`config.mk`:
```
export PLATFORM = sky130hd
export DESIGN_NAME = pair_select_mux
export DESIGN_NICKNAME = d
export VERILOG_FILES = /design/src/rtl/pair_select_mux.sv
export SDC_FILE = /design/constraint.sdc
export NUM_CORES = 1
export LEC_CHECK = 0
export CAP_MARGIN = 40
export CORE_UTILIZATION = 35
export CTS_CLUSTER_SIZE = 16
export DETAILED_ROUTE_END_ITERATION = 8
export PLACE_DENSITY = 0.73
export REMOVE_ABC_BUFFERS = 1
export SLEW_MARGIN = 30
export SYNTH_ARGS = -nofsm -noshare
export SYNTH_HDL_FRONTEND = slang
export SYNTH_SLANG_ARGS = --single-unit
```
`constraint.sdc`:
```
create_clock -name clk -period 3.13 [get_ports clk]
set_input_delay 0.939 -clock clk [delete_from_list [all_inputs] [get_ports clk]]
set_output_delay 0.939 -clock clk [all_outputs]
set_load 0.02 [all_outputs]
```
`src/rtl/pair_select_mux.sv`:
```
// pair_select_mux: registered selector that outputs one channel pair from din, chosen by se or by a scan pointer, with valid/ready handshaking; PAIR_MUX_PARITY_EN adds even-parity outputs m_par/n_par
module pair_select_mux #(
  parameter int W = 4,
  parameter int NCH = 4,
  localparam int SEL_W = $clog2(NCH)
) (
  input  logic             clk,
  input  logic             rst,
  input  logic [NCH*W-1:0] din,
  input  logic [SEL_W-1:0] se,
  input  logic             mode,
  input  logic             in_valid,
  output logic             in_ready,
  output logic [W-1:0]     m_out,
  output logic [W-1:0]     n_out,
  output logic [SEL_W-1:0] pair_idx,
  output logic             sel_err,
  input  logic             out_ready,
  output logic             out_valid
`ifdef PAIR_MUX_PARITY_EN
  ,
  output logic             m_par,
  output logic             n_par
`endif
);
  logic [SEL_W-1:0] r_scan_ptr;
  logic [SEL_W-1:0] w_idx;
  logic [W-1:0]     w_m;
  logic [W-1:0]     w_n;
  logic             w_err;
  logic             w_accept;
  assign in_ready = !out_valid || out_ready;
  assign w_accept = in_valid && in_ready;
  assign w_idx = mode ? r_scan_ptr : se;
  // Map the index to its channel pair; an index with no pair selects zeros and flags an error
  always_comb begin
    w_err = 1'b1;
    w_m = '0;
    w_n = '0;
    for (int k = 0; k < NCH; k++) begin
      if (w_idx == SEL_W'(k)) begin
        w_err = 1'b0;
        w_m = din[(k == NCH-1 ? 0 : k)*W +: W];
        w_n = din[(k == NCH-1 ? NCH-1 : k+1)*W +: W];
      end
    end
  end
  // Scan pointer: held at 0 in manual mode so a new scan always starts at pair 0
  always_ff @(posedge clk or posedge rst) begin
    if (rst) r_scan_ptr <= '0;
    else if (!mode) r_scan_ptr <= '0;
    else if (w_accept) r_scan_ptr <= (r_scan_ptr == SEL_W'(NCH-1)) ? '0 : r_scan_ptr + 1'b1;
  end
  // Output beat register: load on accept, drop valid on a bare dequeue, otherwise hold
  always_ff @(posedge clk or posedge rst) begin
    if (rst) begin
      out_valid <= 1'b0;
      m_out <= '0;
      n_out <= '0;
      pair_idx <= '0;
      sel_err <= 1'b0;
    end else if (w_accept) begin
      out_valid <= 1'b1;
      m_out <= w_m;
      n_out <= w_n;
      pair_idx <= w_idx;
      sel_err <= w_err;
    end else if (out_ready) begin
      out_valid <= 1'b0;
    end
  end
`ifdef PAIR_MUX_PARITY_EN
  // Parity travels with the data beat
  always_ff @(posedge clk or posedge rst) begin
    if (rst) begin
      m_par <= 1'b0;
      n_par <= 1'b0;
    end else if (w_accept) begin
      m_par <= ^w_m;
      n_par <= ^w_n;
    end
  end
`endif
endmodule

```
==> metrics.yaml <==
outcome:
  status: "complete, no violations"
placement:
  io_buffers: 35
  routabilityCongestion: 0.756
  dp_hpwl_um: 1450
global_routing:
  grt.total_usage_pct: 17.1
  antenna_found_initial: 0
  grt_pass1_wl_um: 2650
  globalRoute.totalOverflow: 0
  grt_pass1_vias: 577
  grt_max_degree: 15
layout:
  fin_nets: 130
  final_util_pct: 57.1
  layout-drive-gt1-share_pct: 8.57
  area_delta_synth_final_pct: 53.0
  antenna_cells: 0
detailed_routing:
  dr.pass1.iters: 4
  drc: 0
  vias_per_cell: 5.29
  drt_iter0_markers: 49
  ant_nets: 0
  wl_per_cell_um: 14.3
  drt-total-wl_um: 1890
  vias: 698
cts:
  cts_max_level: 1
  clockBufferDepth: 2
  cts_resized: 0
  hold_buffers: 0
  cts.sinks: 14
  clockRootBuffer: "clkbuf_4"
  clock_latency_ns: 0.27
  cts_made_buffers: 3
  tritoncts: "yes"
  clkTransAtPathRegs_ns: 0.08
  post-cts-setup-buffers: 0
sta:
  finClkSkew_ns: 0.00114
  grt_setup_unrepaired: "no"
  max_freq_ghz: 0.326
  worst_slew_pin_slew_ns: 0.549
  maxSlewViolCount: 0
  slew_headroom_pct: 63.4
  finalHoldViolCount: 0
  fin_crit_sh_pct: 98.1
  fin_crit_ns: 3.07
  setup_viol: 0
  hold_slack_ns: 0.509
  setup_tns_ns: 0
power:
  pwr-share-seq_pct: 43.1
  p_clk_share_pct: 19.7
  combinationalPowerShare_pct: 37.2
  p_int_w: 0.000352
  peakVddDrop_v: 0.000287
  leakage_nw: 0.470
  power_density_nw_per_um2: 462
  p_switching_w: 0.000166
  sw_frac_of_total_pct: 32.0
synthesis:
  yosysMostFrequentCell: "dfrtp_1"
  synth_area_leaders: "dfrtp_1 (48%), a222oi_1 (11%), a21oi_1 (6.2%)"
  yosysTopAreaCell: "dfrtp_1"
  synth-edff-count: 0
  ys_ff_latch: 14
  syn_inst: 69
  async_flop_share_pct: 100
  synth_area_um2: 732
  ys.flop_type: "dfrtp_1"
  ys_seq_area_share_pct: 47.9
  yosys.area.top_type_share_pct: 47.9
  synth.avg_cell_area_um2: 10.6
  yosys_warnings: 0
  synth.top_cells.by_count: "dfrtp_1 (14), nor2_1 (10), a21oi_1 (9)"
  ys_types: 23
setup_path:
  reg2regPathDepth: 3
  cp_max_fo: 4
  worstSetupPathType: "in -> out"
  crit_path_frequent_cell: "clkdlybuf4s50_1"
  r2r-end: "n_out[1]$_DFFE_PP0P_"
  critPathTopFamily: "buffers and inverters"
  cp_cell_sequence: "clkdlybuf4s50_1 > nand2b_4 > clkdlybuf4s50_1"
  r2r_slack_ns: 1.69
  crit_path_start_kind: "input port"
  critical_path_buf_inv_count: 2
  required_ns: 2.19
  cpPeakStageDelay_ns: 0.60
  cpMaxStageDelayCell: "clkdlybuf4s50_1"
  endpoint_kind: "primary output"
  r2r-start: "r_scan_ptr[1]$_DFFE_PP0P_"
  arrival_ns: 2.13
  crit_start: "out_ready"
floorplanning:
  die_w_um: 47.7
  ios: 36
  core_um2: 1960
  initial_core_util_pct: 37.3
  die_area_um2: 2280
  dieHeight_um: 47.7
  rows: 16
hold_path:
  holdPathEnd: "sel_err$_DFFE_PP0P_"
  min_path_cells: 1
  hp-start: "sel_err$_DFFE_PP0P_"
  hp-class: "reg -> reg"
job:
  cap_violations: 0
worst max-delay path by stage:
stage / to / depth (start not counted) / slack, ns
after floorplan: pair_idx[1]$_DFFE_PP0P_ / 3 / 1.06
after global placement: in_ready / 3 / 0.08
after detailed placement: in_ready / 3 / 0.05
after CTS: in_ready / 3 / 0.06
after global routing: in_ready / 3 / 0.03
final: in_ready / 3 / 0.06
worst register-to-register path, stage by stage, from the launching register on:
cell	delay [ns]
dfrtp_1	0.46
mux2_2	0.36
a222oi_1	0.38
a21oi_1	0.11
placed cells by master, fill, tap and decap left out:
| master | count |
|---|---|
| o21ai_2 | 1 |
| a21o_1 | 1 |
| mux2i_1 | 2 |
| clkbuf_4 | 3 |
| a21oi_1 | 9 |
| dfrtp_1 | 14 |
| clkdlybuf4s50_1 | 35 |
| buf_4 | 2 |
| and2_1 | 3 |
| nor3_1 | 1 |
| o21ai_1 | 1 |
| nor2_1 | 10 |
| nand3b_1 | 2 |
| nand3_1 | 1 |
| xor2_1 | 3 |
| nor2b_1 | 1 |
| mux2_2 | 2 |
| a222oi_1 | 8 |
| nand2b_1 | 3 |
| inv_1 | 1 |
| xnor2_1 | 1 |
| nand2b_4 | 1 |
flip-flops by register name (all words and copies together), names as in the netlist:
signal	cells
pair_idx	2
n_out	4
sel_err	1
out_valid	1
m_out	4
r_scan_ptr	2
kinds of logic after synthesis:
family / after synthesis / synth area share [%]
AOI/OAI and AO/OA: 20 / 20.0
DFF: 14 / 47.9
muxes: 4 / 5.81
and+or+nand+nor: 22 / 16.4
buffers and inverters: 5 / 5.13
xor gates and xnor gates: 4 / 4.79
power by group through the flow:
| stage | clock (W) | combinational (W) | sequential (W) |
|---|---|---|---|
| final | 0.000102 | 0.000192 | 0.000223 |
| after global routing | 0.000115 | 0.000208 | 0.000226 |
| after CTS | 0.000106 | 0.000193 | 0.000224 |
| after detailed placement | 0 | 0.000192 | 0.000228 |
| after global placement | 0 | 0.000188 | 0.000226 |
| after floorplan | 0 | 0.0000611 | 0.000256 |
stage by stage:
stage                     setup slack, ns  instances  power [W]  instance area [um^2]
after detailed placement           0.0520        129   0.000420                  1100
after global placement             0.0786        129   0.000414                  1100
after floorplan                      1.06         65   0.000318                   698
final                              0.0602        132   0.000518                  1120
after global routing               0.0318        132   0.000549                  1120
after CTS                          0.0563        132   0.000523                  1120
layer usage:
metal  wire length (um)  global-route usage, %
met5                  0                      0
met4                  0                   8.33
met3                 79                   2.26
met2               1020                   26.8
met1                792                   23.3
area by class of cell:
| class | count | area [um^2] |
|---|---|---|
| fill | 203 | 842 |
| timing repair buffer | 37 | 365 |
| clock buffer | 3 | 22.5 |
| sequential | 14 | 350 |
| multi-input combinational | 50 | 344 |
| inverter | 1 | 3.75 |
| tap | 27 | 33.8 |
No activity file was read; power rests on OpenSTA's default activity.
==> RTL change (config.mk and constraints unchanged) <==
Put one more register stage on the output `sel_err`, cleared by the reset. The value now appears one clock later. The other outputs are not delayed to match.
--- a/src/rtl/pair_select_mux.sv
+++ b/src/rtl/pair_select_mux.sv
@@ -25,2 +25,4 @@
 );
+
+  logic sel_err_s0;
   logic [SEL_W-1:0] r_scan_ptr;
@@ -60,3 +62,3 @@
       pair_idx <= '0;
-      sel_err <= 1'b0;
+      sel_err_s0 <= 1'b0;
     end else if (w_accept) begin
@@ -66,3 +68,3 @@
       pair_idx <= w_idx;
-      sel_err <= w_err;
+      sel_err_s0 <= w_err;
     end else if (out_ready) begin
@@ -83,2 +85,10 @@
 `endif
+  always_ff @(posedge clk or posedge rst) begin
+    if (rst) begin
+      sel_err <= '0;
+    end else begin
+      sel_err <= sel_err_s0;
+    end
+  end
+
 endmodule
Behaviour: same outputs for any inputs over 10 cycles, from zero or initial values and one cycle with rst high; that may be too few to reach the edited logic, so the function may still have changed.
==> RTL change against the unedited design <==
Power grew 2.0%. Cell area increased by 3.1%. Critical path type unchanged. Sequential cell count grew 1. Routed wire length is 8.4% higher. Worst setup slack better by 19 ps. Highest routed layer is now met4. Area after synthesis grew 3.9%. Sequential share of layout area is 1.2 points higher.
==> RTL change: results (changes against the unedited design) <==
clock_network:
  cts_htree_levels: 1  # unchanged
  worstSkewPairLatency_ps: 290  # was 270 ps
  cts_buffer_depth: 2  # unchanged
  root_buffer: "clkbuf_4"  # unchanged
  cts_inserted_buffers: 3  # unchanged
critical_path:
  r2r_end: "n_out[0]"  # was n_out[1]
  cp.arrival_ps: 2110  # was 2130 ps
  rr_startpoint: "r_scan_ptr[1]"  # unchanged
  rr_worst_depth: 4  # was 3
  endpoint: "in_ready"  # unchanged
  cp_max_fo: 4  # unchanged
  startpoint: "out_ready"  # unchanged
  r2r_setup_slack_ps: 1710  # was 1690 ps
  worst_path_max_delay_cell: "clkdlybuf4s50_1"  # unchanged
placed_design:
  hpwl_um: 1568  # was 1453 um
  gp_congestion: 0.8138  # was 0.7555
  portBuffers: 35  # unchanged
  post-place-ws_ps: 74.96  # was 52.02 ps
synth:
  ys_types: 24  # was 23
  synth_ff_type: "dfrtp_1"  # unchanged
  ys_warn_count: 0  # unchanged
  async_flop_share_pct: 100.0  # unchanged
  ys_top_cells_by_area: "dfrtp_1, a222oi_1, a21oi_1"  # unchanged
  seq_area_frac_synth_pct: 49.34  # was 47.86%
  yosys-top-cells-count: "dfrtp_1, nor2_1, a21oi_1, a222oi_1, nand2_1"  # was dfrtp_1, nor2_1, a21oi_1, a222oi_1
grt:
  antenna_found_initial: 0  # unchanged
  grt_start_max_net_pins: 19  # was 15
  grt_pass1_vias: 709  # was 577
  grt_pass1_wl_um: 3284  # was 2649 um
  track_usage_pct: 19.07  # was 17.13%
  overflow: 0  # unchanged
routing:
  drt_iter0_drc: 44  # was 49
  first_pass_iters: 5  # was 4
  wire_per_inst_um: 14.88  # was 14.35 um
  vias: 720  # was 698
layout:
  n_antenna_cell: 0  # unchanged
  n_fill_cell: 190  # was 203
  drive_gt1_share_pct: 6.306  # was 8.571%
  largest_registers: "m_out: 4 flops, n_out: 4 flops"  # unchanged
  final_nets: 136  # was 130
min_path:
  holdCritPathClass: "reg2reg"  # unchanged
status:
  status: "complete, no violations"  # unchanged
timing:
  skew_ps: 5.483  # was 1.143 ps
  final.min_clock_period_ps: 3051  # was 3070 ps
  relSlewSlack_pct: 59.71  # was 63.35%
  drv_slew: 0  # unchanged
pwr:
  peakVddDrop_mv: 0.3103  # was 0.2870 mV
  p_leak_nw: 0.4934  # was 0.4701 nW
RTL change: kinds of logic after synthesis:
family                     synth area share, %
AOI/OAI and AO/OA                        21.22
xor gates and xnor gates                 2.303
and+or+nand+nor                          17.76
muxes                                    4.112
buffers and inverters                    3.618
DFF                                      49.34
adders and majority gates                1.644
RTL change: critical path: cells and delay by family:
| family | cells | cell delay (ps) |
|---|---|---|
| buffers and inverters | 2 | 1050 |
| AND/OR/NAND/NOR | 1 | 120 |
RTL change: layout make-up:
type	instances	area, um^2	area share [%]
Sequential cell	15	375.4	32.50
Multi-Input combinational cell	55	357.8	30.99
Timing Repair Buffer	36	357.8	30.99
Tap cell	27	33.78	2.925
Clock buffer	4	26.28	2.275
Inverter	1	3.754	0.3250
RTL change: power by group:
group          total [W]  switching [W]  leakage, nW  internal [W]
clock network   0.000114      0.0000644       0.0150     0.0000496
registers       0.000234      0.0000163        0.181      0.000218
logic           0.000180      0.0000873        0.297     0.0000927
total           0.000528       0.000168        0.493      0.000360
RTL change: how the worst min path moves through the flow:
stage / from / to / cells after the start
6_report: sel_err_s0 / sel_err / 0
5_1_grt: sel_err_s0 / sel_err / 0
4_1_cts: sel_err_s0 / sel_err / 0
3_5_place_dp: sel_err_s0 / sel_err / 0
3_3_place_gp: sel_err_s0 / sel_err / 0
2_1_floorplan: sel_err_s0 / sel_err / 0
RTL change: per-layer routing:
layer / up-vias / share of wire [%] / GRT usage, %
li1: 352 / - / -
met1: 345 / 42 / 21.63
met2: 18 / 53 / 33.33
met3: 5 / 3.4 / 4.717
met4: 0 / 2.0 / 8.824
met5: - / 0 / 0
RTL change: per-stage QoR:
| step | util [%] | area [um^2] | instances | total power [W] | hold WS (ps) |
|---|---|---|---|---|---|
| after CTS | 57.69 | 1155 | 138 | 0.0005333 | 385.8 |
| after global placement | 56.38 | 1129 | 134 | 0.0004124 | 357.1 |
| after floorplan | - | 737.0 | 71 | 0.0003202 | 346.1 |
| after detailed placement | 56.38 | 1129 | 134 | 0.0004192 | 362.5 |
| final | 57.69 | 1155 | 138 | 0.0005281 | 384.9 |
| after global routing | 57.69 | 1155 | 138 | 0.0005574 | 397.8 |
